[config.mk]
export PLATFORM = sky130hd
export DESIGN_NAME = bitstream_seq_ctrl
export DESIGN_NICKNAME = d
export VERILOG_FILES = /design/src/rtl/seq_det_pkg.sv /design/src/rtl/bitstream_seq_ctrl_piso_shreg.sv /design/src/rtl/bitstream_seq_ctrl.sv
export SDC_FILE = /design/constraint.sdc
export NUM_CORES = 1
export LEC_CHECK = 0
export ABC_AREA = 0
export BUFFER_PORTS_ARGS = -buffer_cell sky130_fd_sc_hd__buf_2
export CORE_ASPECT_RATIO = 0.6
export CORE_MARGIN = 2
export CORE_UTILIZATION = 58
export CTS_CLUSTER_DIAMETER = 100
export DETAILED_ROUTE_END_ITERATION = 16
export PLACE_DENSITY = 0.83
export SLEW_MARGIN = 20
export SYNTH_ARGS = -nofsm -noshare
export SYNTH_HDL_FRONTEND = slang
export SYNTH_HIERARCHICAL = 1
export SYNTH_SLANG_ARGS = --single-unit
[constraint.sdc]
create_clock -name clk -period 3.3 [get_ports clk]
set_input_delay 0.33 -clock clk [delete_from_list [all_inputs] [get_ports clk]]
set_output_delay 0.33 -clock clk [all_outputs]
set_load 0.01 [all_outputs]
[src/rtl/seq_det_pkg.sv]
// Shared definitions for the serial pattern detector controller and its users.
package seq_det_pkg;

  // Controller sequencing states.
  typedef enum logic [2:0] {
    ST_IDLE  = 3'd0,
    ST_CLR   = 3'd1,
    ST_SHIFT = 3'd2,
    ST_DRAIN = 3'd3,
    ST_DONE  = 3'd4
  } seq_state_t;

  localparam int unsigned DEFAULT_WORD_W = 16;

  // Width of the count/position fields: must hold values 0..word_w.
  function automatic int unsigned cnt_width(input int unsigned word_w);
    return $clog2(word_w + 1);
  endfunction

endpackage

[src/rtl/bitstream_seq_ctrl_piso_shreg.sv]
// Parallel-in serial-out shift register (MSB first) with a count of bits shifted.
module piso_shreg #(
  parameter int unsigned WORD_W = 16,
  parameter int unsigned CNT_W  = 5
) (
  input  logic              clk,
  input  logic              rst_n,
  input  logic              load,
  input  logic              shift,
  input  logic [WORD_W-1:0] din,
  output logic              msb,
  output logic [CNT_W-1:0]  cnt,
  output logic              last
);

  logic [WORD_W-1:0] shreg;

  // Load a new word (count restarts) or shift left one bit per enabled edge.
  always_ff @(posedge clk or negedge rst_n) begin
    if (!rst_n) begin
      shreg <= '0;
      cnt   <= '0;
    end else if (load) begin
      shreg <= din;
      cnt   <= '0;
    end else if (shift) begin
      shreg <= {shreg[WORD_W-2:0], 1'b0};
      cnt   <= cnt + CNT_W'(1);
    end
  end

  assign msb  = shreg[WORD_W-1];
  // High while the final bit of the word is being presented.
  assign last = (cnt == CNT_W'(WORD_W - 1));

endmodule

[src/rtl/bitstream_seq_ctrl.sv]
// Sequencing controller: serialises words into an external Moore detector and
// returns the per-word match count and first match position.
module bitstream_seq_ctrl
  import seq_det_pkg::*;
#(
  parameter int unsigned WORD_W          = DEFAULT_WORD_W,
  parameter bit          CLEAR_EACH_WORD = 1'b1,
  localparam int unsigned CNT_W          = cnt_width(WORD_W)
) (
  input  logic              clk,
  input  logic              rst_n,
  input  logic              in_valid,
  output logic              in_ready,
  input  logic [WORD_W-1:0] in_word,
  input  logic              abort,
  output logic              det_clr,
  output logic              det_en,
  output logic              det_bit,
  input  logic              det_z,
  output logic              out_valid,
  input  logic              out_ready,
  output logic [CNT_W-1:0]  match_cnt,
  output logic [CNT_W-1:0]  first_pos,
  output logic              busy
);

  seq_state_t       state, next_state;
  logic             accept;
  logic             shift_msb;
  logic             shift_last;
  logic [CNT_W-1:0] bit_cnt;
  logic             pend;
  logic [CNT_W-1:0] pend_pos;
  logic             abort_clr;

  assign accept = in_valid & in_ready;

  piso_shreg #(
    .WORD_W (WORD_W),
    .CNT_W  (CNT_W)
  ) u_piso (
    .clk   (clk),
    .rst_n (rst_n),
    .load  (accept),
    .shift (state == ST_SHIFT),
    .din   (in_word),
    .msb   (shift_msb),
    .cnt   (bit_cnt),
    .last  (shift_last)
  );

  // State register.
  always_ff @(posedge clk or negedge rst_n) begin
    if (!rst_n) state <= ST_IDLE;
    else        state <= next_state;
  end

  // Next-state and register-decoded outputs.
  always_comb begin
    next_state = state;
    in_ready   = 1'b0;
    busy       = 1'b1;
    det_en     = 1'b0;
    det_bit    = 1'b0;
    det_clr    = CLEAR_EACH_WORD & abort_clr;
    out_valid  = 1'b0;
    unique case (state)
      ST_IDLE: begin
        in_ready = 1'b1;
        busy     = 1'b0;
        if (accept) next_state = ST_CLR;
      end
      ST_CLR: begin
        det_clr    = CLEAR_EACH_WORD;
        next_state = ST_SHIFT;
      end
      ST_SHIFT: begin
        det_en  = 1'b1;
        det_bit = shift_msb;
        if (shift_last) next_state = ST_DRAIN;
      end
      ST_DRAIN: next_state = ST_DONE;
      ST_DONE: begin
        out_valid = 1'b1;
        if (out_ready) next_state = ST_IDLE;
      end
      default: next_state = ST_IDLE;
    endcase
    // Abort outranks every other transition, including a result handshake.
    if (abort && state != ST_IDLE) next_state = ST_IDLE;
  end

  // Sample the detector output one cycle after each bit and accumulate results.
  always_ff @(posedge clk or negedge rst_n) begin
    if (!rst_n) begin
      pend      <= 1'b0;
      pend_pos  <= '0;
      match_cnt <= '0;
      first_pos <= '0;
      abort_clr <= 1'b0;
    end else begin
      // An aborted bit is never sampled, so the result fields stay quiet in IDLE.
      pend      <= det_en & ~abort;
      pend_pos  <= bit_cnt + CNT_W'(1);
      abort_clr <= abort & (state != ST_IDLE);
      if (accept) begin
        match_cnt <= '0;
        first_pos <= '0;
      end else if (pend && det_z) begin
        match_cnt <= match_cnt + CNT_W'(1);
        if (first_pos == '0) first_pos <= pend_pos;
      end
    end
  end

endmodule

Yosys cells after proc, flatten, opt, wreduce, memory -nomap -nowiden
Cells that the tools add are included.
W data, S select, Z words.
{ "totals": {"ff_bits": 41, "input_bits": 22, "output_inout_bits": 16, "wordCells": 52} }
{ "classes": {"add_sub_neg": 2, "n_eq_ne": 8, "muxes": 20, "bitwise": 4, "n_reduce_logical": 10} }
{ "op_table": {"columns": ["op", "n"], "rows": [
  ["$mux W5", 7],
  ["$mux W16", 2],
  ["$pmux W3 S5", 1],
  ["$mux W3", 4],
  ["$add A5 B1 Y5 const B", 2],
  ["$ne A3 B3 Y1 const B", 3],
  ["$eq A3 B2 Y1 const B", 2],
  ["$mux W1", 6],
  ["$reduce_bool A2 Y1", 3],
  ["$eq A5 B4 Y1 const B", 1],
  ["$logic_not A5 Y1", 1],
  ["$and A1 B1 Y1", 3],
  ["$eq A3 B1 Y1 const B", 1],
  ["$eq A3 B3 Y1 const B", 1],
  ["$logic_not A3 Y1", 1],
  ["$reduce_and A3 Y1", 1],
  ["$reduce_bool A3 Y1", 1],
  ["$logic_and A1 B1 Y1", 2],
  ["$reduce_and A2 Y1", 1],
  ["$not A1 Y1", 1]
]} }

Logic depth before layout (Yosys ltp)
Gate-level depths: netlist of run 1.
{ "logic_depth": {"ltp_word": 6, "ltp_mapped": 9, "ltp_nobuf": 6} }

Cells and area by module
Netlist of run 1, hierarchy kept.
{ "modules_own_cells": {"columns": ["mod", "n_inst", "cells_per_inst", "area_per_inst_um2", "seq_area_each_um2"], "rows": [
  ["piso_shreg", 1, 93, 1009.7, 525.5],
  ["bitstream_seq_ctrl", 1, 80, 902.1, 500.5]
]} }

Least setup slack after synthesis of run 1
Ideal clock, no wire load.
{ "synth_path": {"path_kind": "register to register", "from": "reg state[1]", "to": "reg u_piso.cnt[3]", "setup_time_ns": 0.127, "arrival_time_ns": 1.684, "required_ns": 3.173, "path_slack_ns": 1.489, "stages_incl_launch_ff": 9, "path_buffers": 3, "synth_period_minus_slack_ns": 1.811, "path_cell_list": "dfrtp_1 buf_6 or3_4 inv_2 and2_4 buf_8 buf_2 nor2_1 mux2_1"} }
{ "synth_between": {"elab_chain_len": 4, "word_cells_on_any_way": 6, "cone_classes": "eq/ne: 1; mux: 2; bitwise: 1; reduce/logical: 2"} }
{ "synth_lines": {"columns": ["element", "line", "text"], "rows": [
  ["from (decl)", "bitstream_seq_ctrl.sv:27", "seq_state_t state, next_state;"],
  ["from (signal assigned)", "bitstream_seq_ctrl.sv:55", "else state <= next_state;"],
  ["$logic_not A3 Y1 *", "bitstream_seq_ctrl.sv:67", "unique case (state)"],
  ["$mux W1 *", "bitstream_seq_ctrl.sv:67", null],
  ["net in_ready", "bitstream_seq_ctrl.sv:13", "output logic in_ready,"],
  ["$and A1 B1 Y1 *", "bitstream_seq_ctrl.sv:36", "assign accept = in_valid & in_ready;"],
  ["net accept", "bitstream_seq_ctrl.sv:28", "logic accept;"],
  ["$mux W5 or $reduce_bool A2 Y1 (tied branches)", null, null],
  ["to (signal assigned)", "bitstream_seq_ctrl_piso_shreg.sv:28", "cnt <= cnt + CNT_W'(1);"],
  ["to (decl)", "bitstream_seq_ctrl_piso_shreg.sv:12", "output logic [CNT_W-1:0] cnt,"]
]} }
Mark *: on every way through the listed nets, which the timed path passes. The rest lies on a longest branch.
A chain may end at the register's enable or synchronous reset.

Worst setup path in the final report of run 1
{ "layout_path": {"from": "reg state[1]", "to": "out det_bit"} }
{ "layout_between": {"elab_chain_len": 2} }
{ "layout_lines": {"columns": ["element", "line", "text"], "rows": [
  ["$eq A3 B2 Y1", "bitstream_seq_ctrl.sv:67", null],
  ["$mux W1", "bitstream_seq_ctrl.sv:67", null],
  ["to (decl)", "bitstream_seq_ctrl.sv:18", "output logic det_bit,"]
]} }
Every way passes these cells.

==> results of run 1 <==
==> flip-flops by register name, indices dropped and copies added (netlist names) <==
name / flops
abort_clr: 1
u_piso/shreg: 16
pend: 1
match_cnt: 5
u_piso/cnt: 5
pend_pos: 5
state: 3
first_pos: 5
==> area by class of cell <==
| type | instances | area, sq um | area share, % |
|---|---|---|---|
| clock buffers | 7 | 86.3 | 3.92 |
| clock inverters | 1 | 30.0 | 1.36 |
| inverters | 5 | 18.8 | 0.852 |
| multi-input cells | 118 | 785 | 35.6 |
| flip-flops and latches | 41 | 1030 | 46.6 |
| well taps | 45 | 56.3 | 2.56 |
| repair buffers | 39 | 200 | 9.09 |
==> cells in the mapped netlist <==
cell type | count | area [sq um]
dfrtp_1 | 41 | 1030
nor2b_1 | 3 | 18.8
nand4_1 | 1 | 6.26
a41oi_1 | 3 | 26.3
a21bo_1 | 1 | 10.0
mux2_1 | 1 | 11.3
inv_2 | 1 | 3.75
nand4b_1 | 2 | 17.5
and2_2 | 1 | 7.51
nand3b_1 | 2 | 15.0
nor3_1 | 2 | 10.0
ha_1 | 4 | 50.1
o21ai_0 | 5 | 25.0
nor2_1 | 12 | 45.0
xor2_1 | 2 | 17.5
buf_2 | 4 | 20.0
and2_1 | 2 | 12.5
nand2_1 | 18 | 67.6
o21ai_1 | 13 | 65.1
or2_2 | 1 | 6.26
and2_4 | 1 | 8.76
a21oi_1 | 5 | 25.0
mux2i_1 | 18 | 180
or3_1 | 2 | 12.5
nand2b_1 | 2 | 12.5
and3_1 | 1 | 6.26
or3_4 | 1 | 11.3
nand3_1 | 4 | 20.0
buf_6 | 2 | 22.5
a21oi_2 | 1 | 8.76
xnor2_1 | 5 | 43.8
a211oi_1 | 1 | 7.51
inv_1 | 4 | 15.0
nor3b_1 | 3 | 22.5
and3b_1 | 1 | 8.76
buf_8 | 3 | 45.0
==> cells by family after synthesis <==
logic type,Yosys count
simple gates,59
flops,41
buf+inv,14
xor+xnor,7
mux,19
compound gates,29
fa+ha+maj,4
==> cell usage in the layout, fill, tap and decap left out, drive strengths merged, types with 2 or more instances in the layout <==
master / instances
nand3: 4
nor3b: 3
dfrtp: 41
nand2: 18
xor2: 2
nor2: 12
clkbuf: 7
or3: 3
nand4b: 2
ha: 4
a21oi: 6
inv: 5
o21ai: 18
nor2b: 3
buf: 39
mux2i: 18
and2: 4
nor3: 2
xnor2: 5
a41oi: 3
nand3b: 2
nand2b: 2
==> routing by layer <==
layer  wire length (um)  share of wire (%)  vias up  GRT usage (%)
met3                214                6.0        7           8.77
met5                  0                  0        -              0
li1                   -                  -      665              -
met1               1570                 44      668           27.2
met4                 70                2.0        0           7.60
met2               1730                 48       38           33.8
==> metrics by stage <==
step                      hold slack, ns  worst slack (ns)  cells
after floorplan                   0.0344              1.49    173
after CTS                          0.168              1.08    256
final                              0.147              1.08    256
after global routing               0.210             0.956    256
after global placement             0.482              1.43    248
after detailed placement           0.499              1.34    248
==> worst max-delay path: stages, from the launching register on <==
cell and delay [ns]:
dfrtp_1 0.48, nor3b_2 0.75, and2_1 0.23, buf_2 0.13
==> power groups by stage <==
stage	Clock [mW]	Combinational, mW	Sequential (mW)
2_1_floorplan	0	0.373	0.732
3_3_place_gp	0	0.413	0.755
3_5_place_dp	0	0.441	0.766
4_1_cts	0.424	0.444	0.761
5_1_grt	0.450	0.495	0.779
6_report	0.410	0.438	0.764
==> final timing paths <==
check / depth (start not counted) / startpoint / end
max: 3 / state[1]$_DFFE_PN0P_ / det_bit
min: 1 / rst_n / state[1]$_DFFE_PN0P_
max reg2reg: 4 / state[1]$_DFFE_PN0P_ / u_piso/shreg[8]$_DFFE_PN0P_
min reg2reg: 1 / u_piso/cnt[4]$_DFFE_PN0P_ / pend_pos[4]$_DFF_PN0_
max in group asynchronous: 1 / rst_n / match_cnt[0]$_DFFE_PN0P_
min in group clk: 3 / in_word[9] / u_piso/shreg[9]$_DFFE_PN0P_
==> results by stage, run 1 <==
Finish:
- Compared with the post-synthesis result, the final layout area differs by 15.2%.
- Summing all non-filler instances in the final layout gives an area of 2200 sq um.
- The repair_antennas step left the layout with diodes totalling 0.
- The number of nets in the finished design is 236.
- The post-route core utilization is 68.8%.
- Cells with a size suffix above 1 make up 25.1% of the layout.
- Counting the fill cells in the layout gives 251.

Clocking:
- The tree is rooted in a clkbuf_8.
- TritonCTS built the clock tree.
- The total clock sinks is 41.
- The clock-pin slew on the worst setup and hold paths is 0.07 ns.
- The number of gates resized after CTS was 0.
- The clock tree synthesis step divided the H-tree into 2 levels.
- The clock buffer count from CTS is 5.
- In this run the deepest clock path goes through 2 buffers.
- The later pin in the worst-skew pair is clocked with a latency of 0.30 ns.
- The number of hold buffers added after CTS was 0.
- The number of buffers inserted by post-CTS setup repair is 0.

Synth:
- The total number of yosys warnings is 6.
- The post-synthesis share of cell area spent on full adders, half adders and majority gates is 2.62%.
- The dominant combinational cell family by area after synthesis is simple AND/OR/NAND/NOR gates.
- The xor/xnor share of the synthesized area is 3.21%.
- The netlist uses 36 different library cells.
- Synthesis produced 173 cells.
- Summing every instance area after synthesis gives 1910 sq um.
- The average instance in the mapped netlist occupies 11.1 sq um.
- Summing the sequential cell areas from Yosys gives 53.7% of the chip area.
- When the netlist entered floorplanning its net count stood at 199.
- After synthesis, the share of cell area in mux cells is 10.0%.
- After synthesis the netlist holds a flip-flop and latch count of 41.
- The compound-cell area share of the yosys netlist is 8.77%.
- After Yosys synthesis, and, or, nand and nor cells account for 16.2% of the synthesized area.

Timing:
- Setup repair after global routing left no endpoint under its margin.
- The hold violation total from the final report is 0.
- The transition time at the pin with the least slew margin is 0.879 ns.
- The total negative setup slack is 0 ns.
- The final max-slew violation count came to 0.
- The final critical delay including setup and external delays is 2.22 ns.
- The setup violation total in the final timing report is 0.
- For this run, the top clock speed supported by timing is 0.450 GHz.
- The worst slew margin relative to its limit is 41.4%.
- The largest clock skew in the final design is 0.00697 ns.
- The ratio of final minimum period to clock period is 67.3%.

Die:
- The die area is 3790 sq um.
- The die extent in x is 78.1 um.
- The starting utilization of the core area is 59.7%.
- The total core area is 3200 sq um.
- In this run the core area contains 16 standard-cell rows.
- The floorplan step set the die height to 48.5 um.
- During I/O placement, the number of pins put on the boundary was 38.

Flow run:
- The tool flagged a number of max-cap violations equal to 0.

Detailed routing:
- The first TritonRoute pass finished after 5 iterations.
- The routed via count divided by cell count is 5.38.
- The sum of routed wire length over all layers is 3.59 mm.
- The count of nets left with antenna violations after detail routing is 0.
- Detailed routing inserted a total of 1378 vias.
- The initial detailed-routing violation count is 93.
- In the routed design, unresolved DRC markers number 0.
- The post-detailed-route wirelength per cell is 14.0 um.

Place:
- The wire-length estimate of the detail-placed layout is 2.44 mm.
- Summing all placed instances gives a cell area of 2090 sq um.
- The congestion estimate from routability-driven global placement came to 0.753.
- During placement, the flow inserted port buffers numbering 37.

Power and ir drop:
- The clock network power share is 25.4%.
- The net switching fraction of the power is 31.8%.
- The internal power of the cells is 1.10 mW.
- In this run, the combinational gates consume 27.2% of the power.
- The power per cell area is 732 nW/um^2.
- The leakage power is 1.04 nW.
- Power comes to 1.61 mW.
- IR analysis of the VDD net gives a maximum drop of 0.381 mV.
- The analysis attributes to net switching a power of 513 uW.
- The sequential fraction of design power is 47.4%.

Critical path:
- For the worst setup path, the data arrival time is 1.89 ns.
- The worst setup path is launched from a flip-flop.
- The worst setup path is captured at an output pin.
- The critical path is of the flip-flop to output pin type.
- Across all register-to-register paths, the minimum setup slack is 1.33 ns.
- In this run the worst path has a maximum fanout of 14.
- The critical path required time is 2.97 ns.

GRT:
- The number of global-route vias before repair is 1306.
- Entering global routing, the biggest net connects 49 pins.
- The initial antenna violation count is 0.
- The first-pass GRT wire length is 6.09 mm.
- The global router's overall resource usage is 21.5%.
- The aggregate global routing overflow is 0.

Hold path:
- The path class of the tightest hold or removal check is primary input to asynchronous set/reset pin.

Status:
- The run finished with clean final reports.
Note: power is estimated with default switching activity, not from simulation.
==> run 2, diff against run 1 <==
--- a/config.mk
+++ b/config.mk
@@ -9,10 +9,10 @@
 export BUFFER_PORTS_ARGS = -buffer_cell sky130_fd_sc_hd__buf_2
 export CORE_ASPECT_RATIO = 0.6
 export CORE_MARGIN = 2
-export CORE_UTILIZATION = 58
+export CORE_UTILIZATION = 49
 export CTS_CLUSTER_DIAMETER = 100
 export DETAILED_ROUTE_END_ITERATION = 16
-export PLACE_DENSITY = 0.83
+export PLACE_DENSITY = 0.75
 export SLEW_MARGIN = 20
 export SYNTH_ARGS = -nofsm -noshare
 export SYNTH_HDL_FRONTEND = slang
==> constraint.sdc (replaced) <==
create_clock -name clk -period 1.9 [get_ports clk]
set_input_delay 0.19 -clock clk [delete_from_list [all_inputs] [get_ports clk]]
set_output_delay 0.19 -clock clk [all_outputs]
set_load 0.01 [all_outputs]
==> run 2 against run 1 <==
  * First-iteration DRC count fell by 32%
  * Critical endpoint unchanged
  * Setup slack got worse by 0.92 ns
  * Final area rose by 1.8%
  * Sequential power rose by 70%
==> results by stage, run 2 (same netlist as run 1, synthesis figures left out) <==
Clocking:
- The clock tree buffer depth is 2.
- Clock-pin slew was measured on the worst setup and hold paths at 0.08 ns.
- Buffers inserted during clock tree synthesis total 5.
- The number of setup buffers added after CTS is 0.
- The TritonCTS clock tree is yes.
- The cell at the root of the clock tree is clkbuf_8.
- The number of levels in the clock H-tree is 2.
- The later pin in the worst-skew pair is clocked with a latency of 0.29 ns.
- The total clock sinks is 41.
- The post-cts sizing count is 0.

Finish:
- The most flop-heavy register is u_piso/shreg.
- The number of standard cells in the layout, taps in and fillers out is 262.
- Of the cells placed in the final design, the portion with a size suffix greater than 1 is 26.5%.
- The register with the most flip-flops in the layout has 16 of them.
- Measured on the finished design, the core utilization comes to 60.6%.
- 0 antenna diodes ended up in the layout.
- In the final design database the tool counted 240 nets.
- The leading cell type in the layout, fill and taps excluded is dfrtp_1.
- Leaving out fill and tap cells, the most frequent cells in the layout are dfrtp_1 (41), buf_2 (37), mux2i_1 (18), nand2_1 (18), o21ai_1 (13).
- From synthesis to final layout, the design area changed by 17.3%.

Hold path:
- The hold-critical path endpoint is u_piso/shreg[0]$_DFFE_PN0P_.
- The path class of the tightest hold or removal check is primary input to flip-flop.
- The cell count of the worst hold path is 3.
- The worst min-delay path startpoint is in_word[0].

Timing:
- The final max-slew violation count is 0.
- Setup violations remaining at the end of the flow were counted as 0.
- The worst pin sits at a relative slew slack of 69.2%.
- The total negative setup slack is 0 ns.
- Based on the critical path, the design can be clocked at up to 0.575 GHz.
- The hold violation total from the final report is 0.
- The worst path uses 91.6% of the clock period.
- The final critical delay including setup and external delays is 1.74 ns.
- Hold is met by 0.102 ns.
- The largest clock skew in the final design is 0.00545 ns.
- Setup repair after global routing left no endpoint under its margin.
- The transition time at the pin with the least slew margin is 0.462 ns.

Status:
- The flow ran to the end, and the final reports show no timing, DRC or antenna violations.

GRT:
- The aggregate global routing overflow is 0.
- The pin count of the biggest net entering global routing is 27.
- The number of global-route vias before repair is 1227.
- The first global-routing pass estimated 5.75 mm of wire.
- The initial antenna violation count is 0.
- Across every metal layer, demand over resource in global routing totals 17.5%.

Detailed routing:
- In the routed design, unresolved DRC markers number 0.
- The routed via count divided by cell count is 5.05.
- In the final routed layout, each cell accounts on average for 13.1 um.
- The sum of routed wire length over all layers is 3.43 mm.
- The count of nets left with antenna violations after detail routing is 0.
- In this run, the number of DRC markers left after iteration 0 of detailed routing was 63.
- For this run, the detailed router's first-pass iteration total came to 4.
- The count of vias placed by the detailed router is 1324.

Critical path:
- In this run the critical register-to-register path is captured at u_piso/shreg[0]$_DFFE_PN0P_.
- The largest fanout of any net on the critical path is 26.
- For the worst setup path, the data required time is 1.71 ns.
- STA puts the critical path data arrival time at 1.55 ns.
- The logic depth of the worst register-to-register path is 6.
- The worst setup path is captured at an output pin.
- The worst register-to-register path begins at state[0]$_DFFE_PN0P_.
- The critical path launch point is state[1]$_DFFE_PN0P_.
- The worst setup path is launched from a flip-flop.
- The flop-to-flop setup slack is 0.24 ns.
- The critical path in this run is classified as flip-flop to output pin.

Place:
- The number of placed instances with taps included is 253.
- After legalization and detailed placement, the total HPWL measured 2.46 mm.
- Buffers placed on the I/O ports in this run total 37.
- The placer's final routability congestion estimate is 0.727.

Die:
- The starting utilization of the core area is 51.7%.
- Measured along the x axis, the die boundary spans 84.6 um.
- The top-level I/O count is 38.
- The number of standard-cell rows in the floorplan is 17.
- In this run the standard cell core region covers 3700 sq um.
- The die height is 52.4 um.
- The die covers 4430 sq um.

Power and ir drop:
- The leakage power is 1.06 nW.
- In this run the power density over the cells is 1200 nW/um^2.
- The design draws 2.70 mW.
- The largest vdd supply drop is 0.604 mV.

Flow run:
- The max-capacitance violation count is 0.
==> run 2: layer usage <==
metal | GRT usage, % | vias up | wire (um)
met4 | 7.94 | 0 | 14
li1 | - | 676 | -
met3 | 4.88 | 2 | 159
met1 | 24.2 | 615 | 1730
met2 | 25.9 | 31 | 1530
met5 | 0 | - | 0
==> run 2: power by group <==
| part | total, mW | switching (mW) | internal, mW |
|---|---|---|---|
| logic | 0.804 | 0.418 | 0.386 |
| clock network | 0.591 | 0.297 | 0.294 |
| registers | 1.30 | 0.175 | 1.13 |
==> run 2: what timing repair did <==
action | in CTS | in global routing
hold endpoints to repair | 19 | 0
endpoints found under the setup margin | 0 | 0
hold buffers | 1 | 0
==> run 2: worst max-delay path by stage <==
stage,endpoint,slack (ns),depth (start not counted)
6_report,det_bit,0.16,4
5_1_grt,det_bit,0.06,4
4_1_cts,det_bit,0.15,4
3_5_place_dp,u_piso/shreg[0]$_DFFE_PN0P_,0.24,6
3_3_place_gp,u_piso/shreg[0]$_DFFE_PN0P_,0.29,6
2_1_floorplan,u_piso/cnt[3]$_DFFE_PN0P_,0.09,8
==> run 2: cell type report <==
class | instances | area, sq um
clock buffer | 6 | 82.6
clock inverter | 2 | 13.8
fill | 319 | 1460
inverter | 5 | 18.8
multi-input combinational | 118 | 785
sequential | 41 | 1030
tap | 47 | 58.8
timing repair buffer | 43 | 258
==> run 2: metrics by stage <==
step / area (sq um) / setup WS (ns)
final: 2240 / 0.160
after global placement: 2140 / 0.294
after detailed placement: 2140 / 0.241
after floorplan: 1910 / 0.0887
after global routing: 2240 / 0.0590
after CTS: 2240 / 0.148
==> run 2: worst max-delay path, stage by stage, from the launching register on <==
cell and delay (ns):
dfrtp_1 0.47, nor3b_2 0.29, buf_12 0.23, and2_1 0.14
buf_2 0.13
==> run 3, diff against run 2 <==
--- a/config.mk
+++ b/config.mk
@@ -9,10 +9,10 @@
 export BUFFER_PORTS_ARGS = -buffer_cell sky130_fd_sc_hd__buf_2
 export CORE_ASPECT_RATIO = 0.6
 export CORE_MARGIN = 2
-export CORE_UTILIZATION = 49
+export CORE_UTILIZATION = 48
 export CTS_CLUSTER_DIAMETER = 100
 export DETAILED_ROUTE_END_ITERATION = 16
-export PLACE_DENSITY = 0.75
+export PLACE_DENSITY = 0.74
 export SLEW_MARGIN = 20
 export SYNTH_ARGS = -nofsm -noshare
 export SYNTH_HDL_FRONTEND = slang
==> run 3 against run 2 <==
  * Non-clock buffer count did not move
  * Combinational power fell by 2.6%
  * First-iteration DRC count shrank 32%
  * Register-to-register slack barely moved
  * Critical path depth unchanged
  * Clock power decreased by 14%
  * Sequential power about the same
  * Cell count is 0.76% lower
  * Sequential cell count did not move
  * Critical endpoint unchanged
  * Worst hold slack improved by 0.014 ns
==> results by stage, run 3 (same netlist as run 1, synthesis figures left out) <==
Critical path:
- For the worst setup path, the data required time is 1.71 ns.
- The kind of launch point of the worst setup path is a flip-flop.
- In this run the register-to-register setup slack is 0.23 ns.
- The logic depth of the worst register-to-register path is 5.
- The worst setup path is captured at an output pin.
- The largest fanout of any net on the critical path is 26.
- The endpoint identified for the worst register-to-register timing path is u_piso/cnt[3]$_DFFE_PN0P_.
- In this run the critical register-to-register path is launched from state[0]$_DFFE_PN0P_.
- The worst setup path is of the flip-flop to output pin kind.
- Data on the critical path arrives at its endpoint at 1.53 ns.

Power and ir drop:
- The overall power is 2.60 mW.
- Dividing total power by cell area gives a power density of 1180 nW/um^2.
- The largest vdd supply drop is 0.617 mV.
- The leakage power is 1.05 nW.

Finish:
- The sequential standard cell area is 1030 sq um.
- The post-route netlist has 25.8% of its cells at a drive strength greater than 1.
- Relative to the synthesized area, the layout overhead comes to 15.4%.
- The filler cell count in the final layout is 320.
- The number of nets in the finished design is 240.
- The most flop-heavy register is u_piso/shreg.
- The register with the most flip-flops in the layout has 16 of them.
- The diode insertion count for antenna repair is 0.
- The area taken by multi-input logic gates is 785 sq um.
- Leaving out fill and tap cells, the most frequent cell in the layout is dfrtp_1.
- Leaving out fill and tap cells, the most frequent cells in the layout are dfrtp_1 (41), buf_2 (37), mux2i_1 (18), nand2_1 (18), o21ai_1 (13).

Clocking:
- Clock latency on the worst-skew pair, taken at its later pin, is 0.28 ns.
- CTS saw 41 sinks.
- The H-tree generated during clock tree synthesis spans 2 levels.
- Buffers added to address setup during post-CTS repair amount to 0.
- The clock tree buffer depth is 2.
- The cell at the root of the clock tree is clkbuf_8.
- The clock buffer count from CTS is 5.
- The clock-pin slew on the worst setup and hold paths is 0.07 ns.
- The TritonCTS clock tree is yes.

Hold path:
- The cell count of the worst hold path is 3.
- In this run the worst hold path is classified as primary input to flip-flop.
- The hold-critical path endpoint is u_piso/shreg[6]$_DFFE_PN0P_.
- The worst min-delay path startpoint is in_word[6].

Timing:
- The final max-slew violation count was 0.
- The ratio of final minimum period to clock period is 90.3%.
- Setup violations remaining at the end of the flow were counted as 0.
- Setup repair after global routing left no endpoint under its margin.
- The worst slew margin relative to its limit is 67.9%.
- The routed design could run at a clock period as short as 1.72 ns.
- Static timing analysis puts the maximum clock frequency at 0.583 GHz.
- After routing, the total negative slack on setup checks comes to 0 ns.
- The hold violation total from the final report is 0.
- The largest clock skew in the final design is 0.00721 ns.
- For the pin with the worst max-slew slack, the measured transition is 0.482 ns.

Die:
- The total core area is 3740 sq um.
- The top-level I/O count is 38.
- The floorplan step defined a die boundary enclosing 4520 sq um.
- The die height is 52.9 um.
- The die extent in x is 85.5 um.
- After floorplanning, the core was divided into 17 placement rows.
- The initial utilization of the core area, before any placement, comes to 51.1%.

GRT:
- The global router's overall resource usage is 16.3%.
- The first global-routing pass estimated 5.54 mm of wire.
- The number of global-route vias before repair is 1245.
- The initial antenna violation count was 0.
- The pin count of the biggest net entering global routing is 42.
- After global routing the overflow that remains totals 0.

Detailed routing:
- After detailed routing, the average wire length per cell comes to 12.2 um.
- Dividing the detail-routed via count by the number of cells gives 5.04.
- The initial detailed-routing violation count is 43.
- The sum of routed wire length over all layers is 3.18 mm.
- The count of nets left with antenna violations after detail routing is 0.
- The count of vias placed by the detailed router is 1310.
- The first-pass iteration count of the detailed router is 4.
- The number of remaining DRC errors is 0.

Flow run:
- Across the run, the number of max-cap violations was 0.

Place:
- Buffers placed on the I/O ports in this run total 37.
- The post-DP HPWL is 2.35 mm.
- The placer's final routability congestion estimate is 0.771.

Status:
- The flow ran to the end, and the final reports show no timing, DRC or antenna violations.
==> run 3: cell count changes in the layout (fill, tap and decap cells not counted), sizes merged <==
| cell | delta |
|---|---|
| clkbuf | -1 |
| clkinv | -1 |
==> run 3: worst max-delay path by stage <==
stage	start	endpoint	slack, ns	depth (start not counted)
detailed placement	state[0]$_DFFE_PN0P_	u_piso/cnt[3]$_DFFE_PN0P_	0.25	5
global placement	state[0]$_DFFE_PN0P_	u_piso/cnt[3]$_DFFE_PN0P_	0.28	5
floorplan	state[1]$_DFFE_PN0P_	u_piso/cnt[3]$_DFFE_PN0P_	0.09	8
CTS	state[1]$_DFFE_PN0P_	det_bit	0.18	4
finish	state[1]$_DFFE_PN0P_	det_bit	0.18	4
global route	state[1]$_DFFE_PN0P_	det_bit	0.07	4
==> run 3: stage by stage <==
stage	hold slack (ns)	std cells	setup WS (ns)	utilization, %	area [sq um]
2_1_floorplan	-0.106	173	0.0887	-	1910
3_3_place_gp	0.276	253	0.281	56.7	2120
3_5_place_dp	0.279	253	0.247	56.7	2120
4_1_cts	0.114	260	0.181	59.0	2210
5_1_grt	0.117	260	0.0720	59.0	2210
6_report	0.116	260	0.184	59.0	2210
==> run 3: power breakdown <==
part           leakage (nW)  internal [mW]  total [mW]  switching (mW)
Clock                0.0399          0.241       0.507           0.265
Combinational         0.470          0.381       0.783           0.402
Sequential            0.535           1.13        1.31           0.178
Total                  1.05           1.75        2.60           0.845
==> run 3: area by class of cell <==
type / instances / area share (%)
Clock buffer: 5 / 3.12
Multi-Input combinational cell: 118 / 35.5
Inverter: 5 / 0.850
Clock inverter: 1 / 0.227
Timing Repair Buffer: 43 / 11.1
Sequential cell: 41 / 46.5
Tap cell: 47 / 2.66
==> run 3: timing repair <==
action                                 in CTS  in global routing
hold buffers                                1                  0
resized for setup                           0                  0
endpoints found under the hold margin      41                  0
==> run 3: routing by layer <==
metal / GRT usage (%) / wire [um]
met4: 5.56 / 37
met5: 0 / 0
met2: 25.5 / 1360
met1: 21.9 / 1660
met3: 4.68 / 132
==> run 3: worst max-delay path, cell delays in order, from the launching register on <==
cell and delay (ns):
dfrtp_1 0.47, nor3b_2 0.28, buf_12 0.23, and2_1 0.14, buf_2 0.12
